**src/rtl/countdown_timer.sv**
```systemverilog
// ---------------------------------------------------------------------------
// countdown_timer
//
// MM:SS BCD countdown engine. The divided tick from the upstream clock
// divider is treated as a level that is edge-detected in the clk domain. It
// is never used as a clock. Each rising edge of tick_in is one time unit.
// Every entry into RUN fires a one-cycle div_start pulse. That restarts the
// divider phase, so the first decrement after a start or resume is always a
// full tick period away.
//
// Ports
//   clk         in   system clock
//   reset       in   synchronous, active-high
//   tick_in     in   divider output (level), sampled on clk
//   load        in   capture load_min/load_sec (clamped per digit), go IDLE
//   load_min    in   [7:0] BCD minutes {tens, ones}
//   load_sec    in   [7:0] BCD seconds {tens, ones}
//   start_stop  in   single-cycle run/pause toggle
//   div_start   out  one-cycle pulse to the divider start input
//   min_bcd     out  [7:0] current minutes, BCD
//   sec_bcd     out  [7:0] current seconds, BCD
//   running     out  high while in RUN
//   expired     out  high while in EXPIRED
//   done        out  one-cycle pulse when the count reaches 00:00
// ---------------------------------------------------------------------------
module countdown_timer (
  input  logic       clk,
  input  logic       reset,
  input  logic       tick_in,
  input  logic       load,
  input  logic [7:0] load_min,
  input  logic [7:0] load_sec,
  input  logic       start_stop,
  output logic       div_start,
  output logic [7:0] min_bcd,
  output logic [7:0] sec_bcd,
  output logic       running,
  output logic       expired,
  output logic       done
);

  typedef enum logic [1:0] {
    S_IDLE    = 2'd0,
    S_RUN     = 2'd1,
    S_PAUSE   = 2'd2,
    S_EXPIRED = 2'd3
  } state_t;

  state_t     r_state;
  state_t     w_next_state;

  logic       r_tick_d;
  logic [3:0] r_min_t, r_min_o, r_sec_t, r_sec_o;
  logic       r_div_start, r_running, r_expired, r_done;

  logic       w_tick_edge;
  logic       w_count_zero;
  logic       w_do_dec;
  logic       w_dec_zero;
  logic [3:0] w_dec_min_t, w_dec_min_o, w_dec_sec_t, w_dec_sec_o;
  logic [3:0] w_ld_min_t, w_ld_min_o, w_ld_sec_t, w_ld_sec_o;
  logic       w_div_start_nxt, w_running_nxt, w_expired_nxt, w_done_nxt;

  function automatic logic [3:0] clamp_digit(input logic [3:0] d,
                                             input logic [3:0] max_d);
    return (d > max_d) ? max_d : d;
  endfunction

  // Per-digit clamping of the load value. No binary conversion is involved.
  assign w_ld_min_t = clamp_digit(load_min[7:4], 4'd9);
  assign w_ld_min_o = clamp_digit(load_min[3:0], 4'd9);
  assign w_ld_sec_t = clamp_digit(load_sec[7:4], 4'd5);
  assign w_ld_sec_o = clamp_digit(load_sec[3:0], 4'd9);

  assign w_tick_edge  = tick_in & ~r_tick_d;
  assign w_count_zero = ({r_min_t, r_min_o, r_sec_t, r_sec_o} == 16'h0000);

  // A tick coinciding with start_stop or load is dropped. 00:00 is never
  // decremented, so the digits cannot wrap to 99:59.
  assign w_do_dec = (r_state == S_RUN) & w_tick_edge & ~start_stop & ~load
                  & ~w_count_zero;

  // BCD borrow chain, one 4-bit digit at a time.
  always_comb begin
    // NOTE: every output of a combinational block gets a default first, so no
    // path leaves a value unassigned and no latch is inferred.
    w_dec_min_t = r_min_t;
    w_dec_min_o = r_min_o;
    w_dec_sec_t = r_sec_t;
    w_dec_sec_o = r_sec_o;
    if (r_sec_o != 4'd0) begin
      w_dec_sec_o = r_sec_o - 4'd1;
    end else begin
      w_dec_sec_o = 4'd9;
      if (r_sec_t != 4'd0) begin
        w_dec_sec_t = r_sec_t - 4'd1;
      end else begin
        w_dec_sec_t = 4'd5;
        if (r_min_o != 4'd0) begin
          w_dec_min_o = r_min_o - 4'd1;
        end else begin
          w_dec_min_o = 4'd9;
          w_dec_min_t = r_min_t - 4'd1;
        end
      end
    end
  end

  assign w_dec_zero = ({w_dec_min_t, w_dec_min_o, w_dec_sec_t, w_dec_sec_o}
                       == 16'h0000);

  // State register.
  always_ff @(posedge clk) begin
    // NOTE: sequential state uses non-blocking assignments only, so every
    // register samples pre-edge values regardless of block ordering.
    if (reset) r_state <= S_IDLE;
    else       r_state <= w_next_state;
  end

  // Next-state logic. load outranks start_stop and tick_edge in every state.
  always_comb begin
    w_next_state = r_state;
    if (load) begin
      w_next_state = S_IDLE;
    end else begin
      unique case (r_state)
        S_IDLE:    if (start_stop && !w_count_zero) w_next_state = S_RUN;
        S_RUN: begin
          if (start_stop)                  w_next_state = S_PAUSE;
          else if (w_do_dec && w_dec_zero) w_next_state = S_EXPIRED;
        end
        S_PAUSE:   if (start_stop) w_next_state = S_RUN;
        S_EXPIRED: w_next_state = S_EXPIRED;
        default:   w_next_state = S_IDLE;
      endcase
    end
  end

  // Output logic. Each output is computed from the transition being taken
  // and is registered below, so every output changes on the same edge as
  // the state.
  always_comb begin
    w_running_nxt   = (w_next_state == S_RUN);
    w_expired_nxt   = (w_next_state == S_EXPIRED);
    w_div_start_nxt = (w_next_state == S_RUN) && (r_state != S_RUN);
    w_done_nxt      = (r_state == S_RUN) && (w_next_state == S_EXPIRED);
  end

  // Datapath and output registers.
  always_ff @(posedge clk) begin
    // NOTE: reset is synchronous, so it is only tested inside the clocked
    // branch. It overrides load, decrement and a div_start pulse alike.
    if (reset) begin
      r_tick_d    <= 1'b0;
      r_min_t     <= 4'd0;
      r_min_o     <= 4'd0;
      r_sec_t     <= 4'd0;
      r_sec_o     <= 4'd0;
      r_div_start <= 1'b0;
      r_running   <= 1'b0;
      r_expired   <= 1'b0;
      r_done      <= 1'b0;
    end else begin
      r_tick_d    <= tick_in;
      r_div_start <= w_div_start_nxt;
      r_running   <= w_running_nxt;
      r_expired   <= w_expired_nxt;
      r_done      <= w_done_nxt;
      if (load) begin
        r_min_t <= w_ld_min_t;
        r_min_o <= w_ld_min_o;
        r_sec_t <= w_ld_sec_t;
        r_sec_o <= w_ld_sec_o;
      end else if (w_do_dec) begin
        r_min_t <= w_dec_min_t;
        r_min_o <= w_dec_min_o;
        r_sec_t <= w_dec_sec_t;
        r_sec_o <= w_dec_sec_o;
      end
    end
  end

  assign div_start = r_div_start;
  assign min_bcd   = {r_min_t, r_min_o};
  assign sec_bcd   = {r_sec_t, r_sec_o};
  assign running   = r_running;
  assign expired   = r_expired;
  assign done      = r_done;

endmodule

```
**config.mk**
```make
export PLATFORM = sky130hd
export DESIGN_NAME = countdown_timer
export DESIGN_NICKNAME = d
export VERILOG_FILES = /design/src/rtl/countdown_timer.sv
export SDC_FILE = /design/constraint.sdc
export NUM_CORES = 1
export LEC_CHECK = 0
export BUFFER_PORTS_ARGS = -buffer_cell sky130_fd_sc_hd__buf_2
export CAP_MARGIN = 25
export CORE_ASPECT_RATIO = 0.7
export CORE_MARGIN = 4
export CORE_UTILIZATION = 43
export CTS_CLUSTER_DIAMETER = 50
export CTS_CLUSTER_SIZE = 12
export DETAILED_ROUTE_END_ITERATION = 10
export PLACE_DENSITY = 0.69
export SYNTH_ARGS = -nofsm -noshare
export SYNTH_HDL_FRONTEND = slang
export SYNTH_SLANG_ARGS = --single-unit
```
**constraint.sdc**
```tcl
create_clock -name clk -period 2.4 [get_ports clk]
set_input_delay 0.24 -clock clk [delete_from_list [all_inputs] [get_ports clk]]
set_output_delay 0.24 -clock clk [all_outputs]
set_load 0.01 [all_outputs]
```
==> implementation parameters, run 1 <==
Parameter                              Value

Layout
  Antenna Cells ... 0
  Highest-count cells in the layout ignoring fill and taps ... sky130_fd_sc_hd__buf_2 (40), sky130_fd_sc_hd__dfxtp_1 (23), sky130_fd_sc_hd__nor2_1 (17)
  Fraction of layout cells with a size suffix above 1 ... 30.9%
  Commonest non-fill, non-tap cell in the layout ... sky130_fd_sc_hd__buf_2
  Total area of sequential cells ... 460 um2
  Area growth syn-to-layout ... 22.1%
  Filler instances ... 285
  Combined area of the multi-input logic cells ... 825 um2
  Final layout net count ... 231

Route
  Detailed Route Iter0 Violations ... 137
  Total Routed Length ... 3.91 mm
  Wire length per cell after detailed routing ... 16.1 um
  Drt drc ... 0
  Detailed-routing iteration count for the pre-antenna-repair pass ... 4
  Post-detailed-route count of antenna-violating nets ... 0
  Via count ... 1419
  Via density per instance ... 5.84

Power and ir drop
  Leakage component of the power ... 0.000692 uW
  Worst voltage drop across the vdd grid ... 0.000353 V
  Total power per unit cell area ... 525 nW/um2
  Total chip power ... 870 uW

Timing
  Summed negative setup slack over all endpoints ... 0 ns
  Final hold viol count ... 0
  Period Utilization, post-route ... 95.7%
  Slew @ Worst Pin ... 0.437 ns
  Timing-limited maximum frequency ... 0.436 GHz
  Final setup skew ... 0.00283 ns
  Final Critical Period ... 2.30 ns
  Setup repair after global routing missed its margin ... false
  Final count of negative-setup-slack endpoints ... 0
  Total count of max-transition violations in the final report ... 0
  Relative slew slack ... 70.5%

Clocking
  Number of CTS-inserted buffers ... 3
  TritonCTS clock tree ... built
  H-Tree Depth ... 1
  Clock root cell ... sky130_fd_sc_hd__clkbuf_8
  Skew-Pair Late Insertion Delay ... 0.26 ns
  CTS Buffer Depth ... 2
  Post-CTS Repair Setup Buffers ... 0
  Clock-pin slew on the worst setup and hold paths ... 0.08 ns
  Number of clock sinks ... 23

GRT
  First-pass GRT wire length ... 6.29 mm
  Combined global-route utilization of all metal layers ... 20.0%
  Grt ovf ... 0
  Largest net degree at the start of global routing ... 17
  Via count of the first global-routing pass ... 1376
  Initial antenna violation count ... 0

Placement
  Estimated wirelength of the detail-placed design ... 2.97 mm
  Last weighted congestion value of the routability-driven placer ... 0.963
  Port-buffer cells ... 40

Synth
  Main flop type after synthesis ... sky130_fd_sc_hd__dfxtp_1
  Distinct cell type count of the synthesized netlist ... 45
  Proportion of synthesized chip area in sequential cells ... 33.9%
  Share of async-settable or async-resettable flops after synthesis ... 0%
  Post-synthesis net count ... 188
  Average footprint of a synthesized cell ... 8.23 um2
  Count of flip-flops with a built-in enable after synthesis ... 0
  Largest area contributor in the synthesized netlist ... sky130_fd_sc_hd__dfxtp_1
  Share of Yosys cell area claimed by the top area cell type ... 33.9%
  Register bit count reported by yosys ... 23
  Post-synthesis cell area ... 1360 um2
  Total of warnings raised by yosys ... 0
  Synthesized instance count ... 165
  Top area cells in the synthesized netlist ... sky130_fd_sc_hd__dfxtp_1 (34%), sky130_fd_sc_hd__a21oi_1 (5.9%), sky130_fd_sc_hd__nor2_1 (4.7%)

Setup path
  Kind of capture point of the worst setup path ... flop
  Highest fanout seen on the critical path ... 7
  Data arrival, critical path ... 2.49 ns
  Type of the worst setup path ... flop to flop
  Critical path data required time ... 2.60 ns
  Startpoint class of the critical path ... flop

Die
  Effective utilization at floorplan ... 46.8%
  Number of rows created at floorplan ... 16
  Standard cell core area ... 2900 um2
  Die height ... 55.0 um
  Top Ports ... 41
  Chip Width ... 75.2 um
  Die Footprint ... 4130 um2

Outcome
  Run status ... completed

Hold path
  Class of the tightest hold or removal check ... primary input to flop

Job
  Number of maximum-capacitance violations ... 0
stage by stage:
stage	hold slack, ns	cells	instance area, um2	setup slack [ns]	utilization (%)
after floorplan	0.312	165	1360	0.169	-
after global placement	0.470	239	1600	0.163	55.1
after detailed placement	0.470	239	1600	0.0922	55.1
after CTS	0.195	243	1640	0.0722	56.6
after global routing	0.203	243	1660	0.00574	57.1
final	0.195	243	1660	0.104	57.1
sequential cells by signal, indices dropped and copies added (netlist names):
| signal | flops |
|---|---|
| div_start | 1 |
| r_sec_t | 4 |
| running | 1 |
| r_min_o | 4 |
| r_tick_d | 1 |
| expired | 1 |
| r_min_t | 4 |
| r_sec_o | 4 |
| done | 1 |
| r_state | 2 |
path summary, 6_finish.rpt:
check                                 start         end  slack [ns]  cells past startpoint
worst min register to register   r_sec_t[3]  r_sec_t[3]        0.51                      2
worst max-delay path             r_sec_t[1]  r_min_t[3]        0.10                      5
worst max register to register   r_sec_t[1]  r_min_t[3]        0.10                      5
worst min-delay path            load_min[6]  r_min_t[2]        0.20                      3
timing repair:
item	4_1_cts	5_1_grt
hold endpoints to repair	0	0
setup endpoints to repair	0	3
hold buffers	0	0
gates resized for setup	0	3
layer usage:
layer / vias up / part of all wire, % / GRT usage, %
li1: 698 / - / -
met1: 654 / 46 / 26.5
met2: 65 / 46 / 33.1
met3: 2 / 8.3 / 5.60
met4: 0 / 0.26 / 3.78
met5: - / 0 / 0
worst max-delay path: stages, from the launching register on:
cell and delay (ns):
sky130_fd_sc_hd__dfxtp_1 0.37, sky130_fd_sc_hd__or4_4 0.57, sky130_fd_sc_hd__or4_4 0.55, sky130_fd_sc_hd__nor4_2 0.24
sky130_fd_sc_hd__mux2_2 0.36, sky130_fd_sc_hd__a21oi_1 0.13
power by group:
group	switching, uW	internal [uW]
Sequential	18.5	400
Combinational	117	87.8
Clock	127	119
Total	263	607
cells by family after synthesis:
kind of cell | count (synthesis) | synth area share (%)
buffers and inverters | 17 | 6.36
multiplexers | 7 | 5.25
adder cells (fa/ha/maj) | 2 | 1.84
flip-flops | 23 | 33.9
AND/OR/NAND/NOR | 70 | 29.7
AO/OA/AOI/OAI | 42 | 20.4
XOR/XNOR | 4 | 2.58
synthesized netlist by cell type, types with 2 or more instances:
master,count
sky130_fd_sc_hd__a21oi_1,16
sky130_fd_sc_hd__a221oi_1,2
sky130_fd_sc_hd__or3_2,2
sky130_fd_sc_hd__xnor2_1,4
sky130_fd_sc_hd__nor3_1,4
sky130_fd_sc_hd__or3_1,3
sky130_fd_sc_hd__nand2b_1,3
sky130_fd_sc_hd__nor4_1,9
sky130_fd_sc_hd__mux2i_1,6
sky130_fd_sc_hd__clkbuf_1,4
sky130_fd_sc_hd__o21ai_0,7
sky130_fd_sc_hd__or4_4,2
sky130_fd_sc_hd__inv_1,8
sky130_fd_sc_hd__and3_1,3
sky130_fd_sc_hd__dfxtp_1,23
sky130_fd_sc_hd__buf_2,2
sky130_fd_sc_hd__nand2_1,9
sky130_fd_sc_hd__ha_1,2
sky130_fd_sc_hd__nor2_1,17
sky130_fd_sc_hd__o31a_1,2
sky130_fd_sc_hd__a31oi_1,4
sky130_fd_sc_hd__nor3b_1,2
sky130_fd_sc_hd__nand3_1,5
sky130_fd_sc_hd__a211oi_1,2
sky130_fd_sc_hd__nor2b_1,2
sky130_fd_sc_hd__buf_6,2
sky130_fd_sc_hd__o211ai_1,2
cell type report:
| class | count | share of cell area [%] |
|---|---|---|
| Tap cell | 36 | 2.72 |
| Multi-Input combinational cell | 125 | 49.7 |
| Clock buffer | 4 | 2.72 |
| Timing Repair Buffer | 47 | 15.2 |
| Sequential cell | 23 | 27.8 |
| Inverter | 8 | 1.81 |
(Power assumes the default switching activity.)
==> run 2: changes to the inputs <==
--- a/config.mk
+++ b/config.mk
@@ -5,6 +5,7 @@
 export SDC_FILE = /design/constraint.sdc
 export NUM_CORES = 1
 export LEC_CHECK = 0
+export ABC_AREA = 1
 export BUFFER_PORTS_ARGS = -buffer_cell sky130_fd_sc_hd__buf_2
 export CAP_MARGIN = 25
 export CORE_ASPECT_RATIO = 0.7
@@ -13,7 +14,7 @@
 export CTS_CLUSTER_DIAMETER = 50
 export CTS_CLUSTER_SIZE = 12
 export DETAILED_ROUTE_END_ITERATION = 10
-export PLACE_DENSITY = 0.69
+export PLACE_DENSITY = 0.68
 export SYNTH_ARGS = -nofsm -noshare
 export SYNTH_HDL_FRONTEND = slang
 export SYNTH_SLANG_ARGS = --single-unit
==> implementation parameters, run 2 <==
Parameter                              Value

Clocking
  Number of CTS-inserted buffers ... 3
  Post-CTS Repair Setup Buffers ... 0
  Clock-pin slew on the worst setup and hold paths ... 0.09 ns
  Clock root cell ... sky130_fd_sc_hd__clkbuf_8
  Skew-Pair Late Insertion Delay ... 0.27 ns
  CTS Buffer Depth ... 2
  Number of clock sinks ... 23
  H-Tree Depth ... 1
  Hold Buf Count CTS ... 0
  Number of gates resized after CTS ... 0
  TritonCTS clock tree ... built

Synth
  Post-synthesis net count ... 245
  Largest area contributor in the synthesized netlist ... sky130_fd_sc_hd__dfxtp_1
  Main flop type after synthesis ... sky130_fd_sc_hd__dfxtp_1
  Top area cells in the synthesized netlist ... sky130_fd_sc_hd__dfxtp_1 (31%), sky130_fd_sc_hd__nand2_1 (13%), sky130_fd_sc_hd__nor2_1 (8.2%)
  Post-synthesis cell area ... 1470 um2
  Share of Yosys cell area claimed by the top area cell type ... 31.3%
  Synthesized instance count ... 222
  Top-count cell post-synth ... sky130_fd_sc_hd__nand2_1
  Proportion of synthesized chip area in sequential cells ... 31.3%
  Total of warnings raised by yosys ... 0
  Distinct cell type count of the synthesized netlist ... 31
  Share of async-settable or async-resettable flops after synthesis ... 0%
  Most frequent cells after synthesis ... sky130_fd_sc_hd__nand2_1 (52), sky130_fd_sc_hd__nor2_1 (32), sky130_fd_sc_hd__inv_1 (27), sky130_fd_sc_hd__dfxtp_1 (23)
  Average footprint of a synthesized cell ... 6.62 um2
  Count of flip-flops with a built-in enable after synthesis ... 0
  Register bit count reported by yosys ... 23

Die
  Number of rows created at floorplan ... 17
  Die Footprint ... 4430 um2
  Effective utilization at floorplan ... 45.8%
  Standard cell core area ... 3210 um2
  Die height ... 56.9 um
  Top Ports ... 41
  Chip Width ... 77.9 um

Layout
  Final layout net count ... 286
  Area growth syn-to-layout ... 19.3%
  Commonest non-fill, non-tap cell in the layout ... sky130_fd_sc_hd__nand2_1
  Highest-count cells in the layout ignoring fill and taps ... sky130_fd_sc_hd__nand2_1 (52), sky130_fd_sc_hd__buf_2 (40), sky130_fd_sc_hd__nor2_1 (32)
  Fraction of layout cells with a size suffix above 1 ... 24.8%
  Antenna Cells ... 0

Placement
  Estimated wirelength of the detail-placed design ... 2.79 mm
  Port-buffer cells ... 40
  Last weighted congestion value of the routability-driven placer ... 0.837

Timing
  Summed negative setup slack over all endpoints ... 0 ns
  Final Critical Period ... 1.85 ns
  Minimum hold slack ... 0.182 ns
  Final setup skew ... 0.00249 ns
  Final hold viol count ... 0
  Total count of max-transition violations in the final report ... 0
  Period Utilization, post-route ... 77.0%
  Slew @ Worst Pin ... 0.334 ns
  Setup repair after global routing missed its margin ... false
  Final count of negative-setup-slack endpoints ... 0
  Timing-limited maximum frequency ... 0.541 GHz
  Relative slew slack ... 77.7%

GRT
  Grt ovf ... 0
  Largest net degree at the start of global routing ... 23
  First-pass GRT wire length ... 5.89 mm
  Combined global-route utilization of all metal layers ... 16.6%
  Global routing usage on met3 ... 4.81%
  Met1 capacity usage during global routing ... 25.2%
  Met2 Use GR ... 23.0%
  Layer carrying the most global-route usage ... met1
  Via count of the first global-routing pass ... 1300
  Initial antenna violation count ... 0

Route
  Post-detailed-route count of antenna-violating nets ... 0
  Detailed-routing iteration count for the pre-antenna-repair pass ... 4
  Detailed Route Iter0 Violations ... 99
  Total Routed Length ... 3.58 mm
  Wire length per cell after detailed routing ... 11.6 um
  Via count ... 1533
  Drt drc ... 0
  Via density per instance ... 4.96

Power and ir drop
  Total power per unit cell area ... 541 nW/um2
  Leakage component of the power ... 0.000861 uW
  Worst voltage drop across the vdd grid ... 0.000260 V

Setup path
  Startpoint class of the critical path ... flop
  Maximum cell stage delay along the critical path ... 0.39 ns
  Critical path, cell by cell ... nor2_4, nand2_4, nor2_8, nand2_2, nand2_2, inv_2, nor2_8, inv_2, o21ai_0, a21oi_1, nor2_1
  Slowest CP cell ... sky130_fd_sc_hd__dfxtp_1
  Critical path data required time ... 2.61 ns
  Data arrival, critical path ... 2.06 ns
  Highest fanout seen on the critical path ... 15
  Type of the worst setup path ... flop to flop
  Kind of capture point of the worst setup path ... flop

Outcome
  Run status ... completed

Hold path
  Class of the tightest hold or removal check ... primary input to flop

Job
  Number of maximum-capacitance violations ... 0
## run 2: cell count changes after synthesis, sizes merged, moves of 3 or more
cell,before,now
nand2,9,58
nor2,17,40
inv,8,29
nor4,10,0
a31oi,4,12
nand3,5,13
a21oi,16,10
mux2i,6,0
o21ai,7,13
or3,5,0
xnor2,4,0
and3,3,0
nand2b,3,0
or4,3,0
## run 2: cells by family after synthesis
group                    Yosys count  share of synthesized area [%]
buffers and inverters             35                           9.79
adder cells (fa/ha/maj)            2                           1.70
flip-flops                        23                           31.3
AND/OR/NAND/NOR                  117                           37.6
XOR/XNOR                           1                          0.596
AO/OA/AOI/OAI                     44                           19.0
## run 2: worst max-delay path, delay by kind of cell, from the launching register on
| family | cells | cell delay (ns) |
|---|---|---|
| compound gates | 2 | 0.21 |
| simple gates | 7 | 0.93 |
| flops | 1 | 0.39 |
| buf+inv | 2 | 0.24 |
## run 2: worst paths after layout
| kind | from | end | slack, ns | depth (start not counted) |
|---|---|---|---|---|
| worst max-delay path | r_sec_o[0] | r_min_o[3] | 0.55 | 11 |
| worst min-delay path | tick_in | r_tick_d | 0.18 | 3 |
| worst min register to register | r_sec_t[3] | r_sec_t[3] | 0.50 | 2 |
| worst max register to register | r_sec_o[0] | r_min_o[3] | 0.55 | 11 |
## run 2: cell type report
cell class | count | area [um2]
fillers | 312 | 1460
multi-input cells | 164 | 866
flip-flops and latches | 23 | 460
repair buffers | 41 | 208
inverters | 30 | 113
well taps | 47 | 58.8
clock buffers | 3 | 41.3
clock inverters | 1 | 7.51
## run 2: routing by layer
layer | part of all wire [%] | up-vias | routed length [um]
met3 | 7.5 | 2 | 268
met1 | 54 | 662 | 1920
met2 | 38 | 52 | 1370
li1 | - | 817 | -
met5 | 0 | - | 0
met4 | 0.47 | 0 | 17
## run 2: through the flow
stage               util [%]  cells  instance area [um2]  setup WS (ns)  power [uW]
finish                  54.6    309                 1750          0.552         950
global route            54.6    309                 1750          0.377        1010
floorplan                  -    222                 1470          0.801         625
CTS                     54.6    309                 1750          0.553         957
global placement        53.1    305                 1710          0.618         702
detailed placement      53.1    305                 1710          0.574         702
## run 2: report_power, final
group          total (uW)  internal, uW  switching [uW]
sequential            431           403            27.5
combinational         263          98.9             165
clock                 255           118             138
total                 950           620             330
